### config.mk
export PLATFORM = sky130hd
export DESIGN_NAME = counter_sequencer
export DESIGN_NICKNAME = d
export VERILOG_FILES = /design/src/rtl/counter_seq_pkg.sv /design/src/rtl/counter_bit_cell.sv /design/src/rtl/counter_datapath.sv /design/src/rtl/counter_sequencer.sv
export SDC_FILE = /design/constraint.sdc
export NUM_CORES = 1
export LEC_CHECK = 0
export BUFFER_PORTS_ARGS = -buffer_cell sky130_fd_sc_hd__buf_2
export CORE_MARGIN = 2
export CORE_UTILIZATION = 30
export CTS_CLUSTER_SIZE = 28
export DETAILED_ROUTE_END_ITERATION = 8
export GPL_TIMING_DRIVEN = 0
export PLACE_DENSITY = 0.57
export SLEW_MARGIN = 20
export SYNTH_ARGS = -nofsm -noshare
export SYNTH_HDL_FRONTEND = slang
export SYNTH_SLANG_ARGS = --single-unit
### constraint.sdc
create_clock -name clock -period 2.4 [get_ports clock]
set_input_delay 0.12 -clock clock [delete_from_list [all_inputs] [get_ports clock]]
set_output_delay 0.12 -clock clock [all_outputs]
set_load 0.005 [all_outputs]
### src/rtl/counter_seq_pkg.sv
// Shared types and defaults for the counter sequencer and its datapath.
// Optional prescaler is enabled with COUNTER_SEQ_PRESCALE_EN.
package counter_seq_pkg;

    typedef enum logic [1:0] {
        IDLE = 2'd0,
        RUN  = 2'd1,
        DONE = 2'd2
    } seq_state_t;

    localparam int DEFAULT_WIDTH      = 4;
    localparam int DEFAULT_PRESCALE_W = 4;

endpackage

### src/rtl/counter_bit_cell.sv
// One counter bit: half-adder sum into a flip-flop, carry passed upward.
// Synchronous clear wins over the carry-in.
module counter_bit_cell (
    input  logic clk_i,
    input  logic rst_ni,
    input  logic clear_i,
    input  logic cin_i,
    output logic q_o,
    output logic cout_o
);

    logic q_q;
    logic q_d;

    assign q_d    = clear_i ? 1'b0 : (q_q ^ cin_i);
    assign q_o    = q_q;
    assign cout_o = q_q & cin_i;

    always_ff @(posedge clk_i or negedge rst_ni) begin
        if (!rst_ni) begin
            q_q <= 1'b0;
        end else begin
            q_q <= q_d;
        end
    end

endmodule

### src/rtl/counter_datapath.sv
// Ripple-carry incrementing register built from per-bit adder/flop cells.
// inc_en feeds the carry chain; clear zeroes every bit.
module counter_datapath #(
    parameter int WIDTH = counter_seq_pkg::DEFAULT_WIDTH
) (
    input  logic             clk_i,
    input  logic             rst_ni,
    input  logic             inc_en,
    input  logic             clear,
    output logic [WIDTH-1:0] value
);

    logic [WIDTH:0] carry;
    logic           unused_carry;

    assign carry[0]     = inc_en;
    assign unused_carry = carry[WIDTH];

    for (genvar i = 0; i < WIDTH; i++) begin : g_bit
        counter_bit_cell u_cell (
            .clk_i   (clk_i),
            .rst_ni  (rst_ni),
            .clear_i (clear),
            .cin_i   (carry[i]),
            .q_o     (value[i]),
            .cout_o  (carry[i+1])
        );
    end

endmodule

### src/rtl/counter_sequencer.sv
// Run controller: one-shot / auto-reload sequencing of counter_datapath.
// Optional enable divider compiled in with COUNTER_SEQ_PRESCALE_EN.
module counter_sequencer
    import counter_seq_pkg::*;
#(
    parameter int WIDTH      = DEFAULT_WIDTH,
    parameter int PRESCALE_W = DEFAULT_PRESCALE_W
) (
    input  logic                  clock,
    input  logic                  reset,
    input  logic                  start,
    input  logic                  stop,
    input  logic                  auto_reload,
    input  logic [WIDTH-1:0]      terminal,
`ifdef COUNTER_SEQ_PRESCALE_EN
    input  logic [PRESCALE_W-1:0] prescale,
`endif
    output logic                  busy,
    output logic                  tick,
    output logic                  done,
    output logic [WIDTH-1:0]      count
);

    seq_state_t       state_q, state_d;
    logic [WIDTH-1:0] terminal_q, terminal_d;
    logic             reload_q, reload_d;
    logic             tick_q, tick_d;
    logic             done_q, done_d;
    logic             inc_en;
    logic             clear;
    logic             enable;

`ifdef COUNTER_SEQ_PRESCALE_EN
    logic [PRESCALE_W-1:0] prescale_q, prescale_d;
    logic [PRESCALE_W-1:0] div_q, div_d;

    assign enable = (div_q == prescale_q);

    // Divider restarts at accept so the first enable lands prescale_q+1 clocks later.
    always_comb begin
        prescale_d = prescale_q;
        div_d      = div_q;
        if (state_q == IDLE && start) begin
            prescale_d = prescale;
            div_d      = '0;
        end else if (state_q == RUN) begin
            div_d = enable ? '0 : div_q + 1'b1;
        end
    end

    always_ff @(posedge clock or negedge reset) begin
        if (!reset) begin
            prescale_q <= '0;
            div_q      <= '0;
        end else begin
            prescale_q <= prescale_d;
            div_q      <= div_d;
        end
    end
`else
    assign enable = 1'b1;
`endif

    counter_datapath #(
        .WIDTH (WIDTH)
    ) u_datapath (
        .clk_i  (clock),
        .rst_ni (reset),
        .inc_en (inc_en),
        .clear  (clear),
        .value  (count)
    );

    always_comb begin
        state_d    = state_q;
        terminal_d = terminal_q;
        reload_d   = reload_q;
        tick_d     = 1'b0;
        done_d     = 1'b0;
        inc_en     = 1'b0;
        clear      = 1'b0;
        unique case (state_q)
            IDLE: begin
                if (start) begin
                    terminal_d = terminal;
                    reload_d   = auto_reload;
                    clear      = 1'b1;
                    state_d    = RUN;
                end
            end
            RUN: begin
                // stop outranks a coincident terminal match
                if (stop) begin
                    state_d = IDLE;
                end else if (enable) begin
                    if (count != terminal_q) begin
                        inc_en = 1'b1;
                    end else if (reload_q) begin
                        clear  = 1'b1;
                        tick_d = 1'b1;
                    end else begin
                        tick_d  = 1'b1;
                        done_d  = 1'b1;
                        state_d = DONE;
                    end
                end
            end
            DONE: begin
                state_d = IDLE;
            end
            default: begin
                state_d = IDLE;
            end
        endcase
    end

    always_ff @(posedge clock or negedge reset) begin
        if (!reset) begin
            state_q    <= IDLE;
            terminal_q <= '0;
            reload_q   <= 1'b0;
            tick_q     <= 1'b0;
            done_q     <= 1'b0;
        end else begin
            state_q    <= state_d;
            terminal_q <= terminal_d;
            reload_q   <= reload_d;
            tick_q     <= tick_d;
            done_q     <= done_d;
        end
    end

    assign busy = (state_q == RUN);
    assign tick = tick_q;
    assign done = done_q;

endmodule

==> results_dict.tcl <==
set metrics [dict create \
    status "finished clean" \
    holdPathEnd "terminal_q[3]" \
    synth_area_sq_um 633 \
    end_kind "flip-flop" \
    synthCells 61 \
    syn_nets 73 \
    antenna_found_initial 0 \
    io_buffers 15 \
    htreeDepth 1 \
    worstSetupPathType "reg -> reg" \
    yosys.area.top_type_share 0.514 \
    period_share 0.904 \
    tightest_slew_ps 933 \
    cts_root_buf "clkbuf_4" \
    first_global_vias 462 \
    pwr-share-seq 0.433 \
    arrival_ps 2360 \
    grt_pass1_wl_um 2040 \
    vias 471 \
    clk_latency_ps 270 \
    grt_remaining_overflow 0 \
    hp-start "terminal[3]" \
    drt_iter0_markers 8 \
    fin_crit_ps 2170 \
    first_pass_iters 4 \
    synth_common_cells "nand2_1 (18), dfrtp_1 (13), buf_4 (4), nor3b_1 (4), xor2_1 (4)" \
    setup_viol 0 \
    start_util 0.319 \
    drive_gt1_frac 0.321 \
    relSlewSlack 0.376 \
    core-area_sq_mm 0.00198 \
    place_congestion 0.698 \
    avgViaCountPerCell 4.36 \
    routed_wl_um 1120 \
    hold_viol_final 0 \
    clock-sinks 13 \
    crit_required_ps 2590 \
    hpwl_um 814 \
    antennaDiodeCount 0 \
    syn_avg_cell_area_sq_um 10.4 \
    pwr-share-comb 0.401 \
    drt-wirelength-per-cell_um 10.4 \
    post_cts_buffers 0 \
    fin_tns_setup_ps 0 \
    vdd_drop_max_uv 435 \
    r2r_setup_slack_ps 230 \
    synth_ff_type "dfrtp_1" \
    seq_area_frac_synth 0.514 \
    grt_max_degree 14 \
    cp_max_fo 9 \
    rows 16 \
    design_power_total_mw 0.807 \
    met2_usage 0.171 \
    grt_util_all_layers 0.112 \
    synth_most_common_cell "nand2_1" \
    synth_area_leaders "dfrtp_1 (51%), nand2_1 (11%), ha_1 (5.9%)" \
    power_density_mw_per_mm2 1040 \
    synth_edf_count 0 \
    rr_endpoint "u_datapath.g_bit[3].u_cell.q_o" \
    ys_ff_latch 13 \
    yosysUniqueCellTypes 18 \
    dieArea_sq_mm 0.00249 \
    leakagePower_nw 0.426 \
    grt-busiest-layer "met2" \
    synth_top_cell_by_area "dfrtp_1" \
    nets 94 \
    die_w_um 49.9 \
    synth_warnings 0 \
    tritoncts "yes" \
    slew_violations 0 \
    whs_path_depth 3 \
    syn_to_final_growth_pct 22.9 \
    die_y_um 49.9 \
    cts_buffers 3 \
    maxCapViolations 0 \
    ff2ff_path_depth 8 \
    synthArstFlopShare 1.00 \
    hold_path.class "in -> reg" \
    ctsResizeCount 0 \
    drc 0 \
    swShare 0.372 \
    fmax_ghz 0.461 \
    skew_ps 0.426 \
    clk_pin_slew_ps 80 \
    use_met3 0.0394 \
    worstSetupStartpointType "flip-flop" \
    pin_count 16 \
    internal_power_mw 0.507 \
    cts_buffer_depth 2 \
    cts_hold_buf 1 \
    r2r_start "u_datapath.g_bit[0].u_cell.q_o" \
    p_clk_frac 0.166 \
    use_met1 0.133 \
    switchingPower_mw 0.300 \
    antenna_left 0 \
    rsz0062_at_grt "false" \
]
cell type report:
class | instances | area, sq um
fillers | 212 | 1200
flip-flops and latches | 13 | 325
multi-input cells | 43 | 273
repair buffers | 16 | 85.1
plain buffers | 5 | 35.0
well taps | 27 | 33.8
clock buffers | 4 | 26.3
how the worst max path moves through the flow:
stage / from / end / slack (ps)
after floorplan: u_datapath.g_bit[0].u_cell.q_o / u_datapath.g_bit[3].u_cell.q_o / 410
after global placement: u_datapath.g_bit[0].u_cell.q_o / u_datapath.g_bit[3].u_cell.q_o / 250
after detailed placement: u_datapath.g_bit[0].u_cell.q_o / u_datapath.g_bit[3].u_cell.q_o / 230
after CTS: u_datapath.g_bit[0].u_cell.q_o / u_datapath.g_bit[3].u_cell.q_o / 210
after global routing: u_datapath.g_bit[0].u_cell.q_o / u_datapath.g_bit[3].u_cell.q_o / 30
final: u_datapath.g_bit[0].u_cell.q_o / u_datapath.g_bit[3].u_cell.q_o / 230
logic make-up (layout without fill, tap and decap cells):
family	after synthesis	in the layout	synth area share
AND/OR/NAND/NOR	30	30	0.255
flip-flops	13	13	0.514
AO/OA/AOI/OAI	5	5	0.0474
XOR/XNOR	5	5	0.0692
buffers and inverters	5	25	0.0553
adder cells (fa/ha/maj)	3	3	0.0593
flip-flops by register name, indices dropped and copies added, names as in the netlist:
signal	cells
terminal_q	4
u_datapath.g_bit.u_cell.q_o	4
state_q	2
done	1
reload_q	1
tick	1
critical path, stage by stage, from the launching register on:
cell,delay (ps)
dfrtp_1,410
xor2_1,170
nor4_4,500
nor2_1,110
ha_1,210
ha_1,200
ha_1,200
xnor2_1,120
a211oi_1,160
layer usage:
| metal | wire length [um] | share of wire | up-vias |
|---|---|---|---|
| li1 | - | - | 235 |
| met1 | 533 | 0.48 | 221 |
| met2 | 520 | 0.46 | 12 |
| met3 | 46 | 0.041 | 3 |
| met4 | 21 | 0.019 | 0 |
| met5 | 0 | 0 | - |
per-stage QoR:
stage / utilization / setup WS (ps) / cell area [sq um] / hold WS, ps / instances
floorplan: - / 411 / 633 / -176 / 61
global placement: 0.374 / 251 / 742 / 22.3 / 103
detailed placement: 0.374 / 234 / 742 / 26.7 / 103
CTS: 0.393 / 214 / 778 / 20.1 / 108
global route: 0.393 / 32.9 / 778 / 40.1 / 108
finish: 0.393 / 230 / 778 / 29.9 / 108
power groups by stage:
stage | Combinational, mW | Clock, mW | Sequential, mW
after floorplan | 0.248 | 0 | 0.343
after detailed placement | 0.327 | 0 | 0.355
final | 0.324 | 0.134 | 0.349
after global placement | 0.320 | 0 | 0.353
after CTS | 0.330 | 0.141 | 0.350
after global routing | 0.377 | 0.151 | 0.365
layout by cell type, fill, tap and decap left out, types with 2 or more instances in the layout:
master / netlist / final
nor2_1: 2 / 2
xor2_1: 4 / 4
clkbuf_4: 0 / 3
ha_1: 3 / 3
dfrtp_1: 13 / 13
buf_4: 4 / 4
buf_2: 1 / 16
nand2_1: 18 / 18
nor3b_1: 4 / 4
a21oi_1: 3 / 3
(Power assumes the default switching activity.)
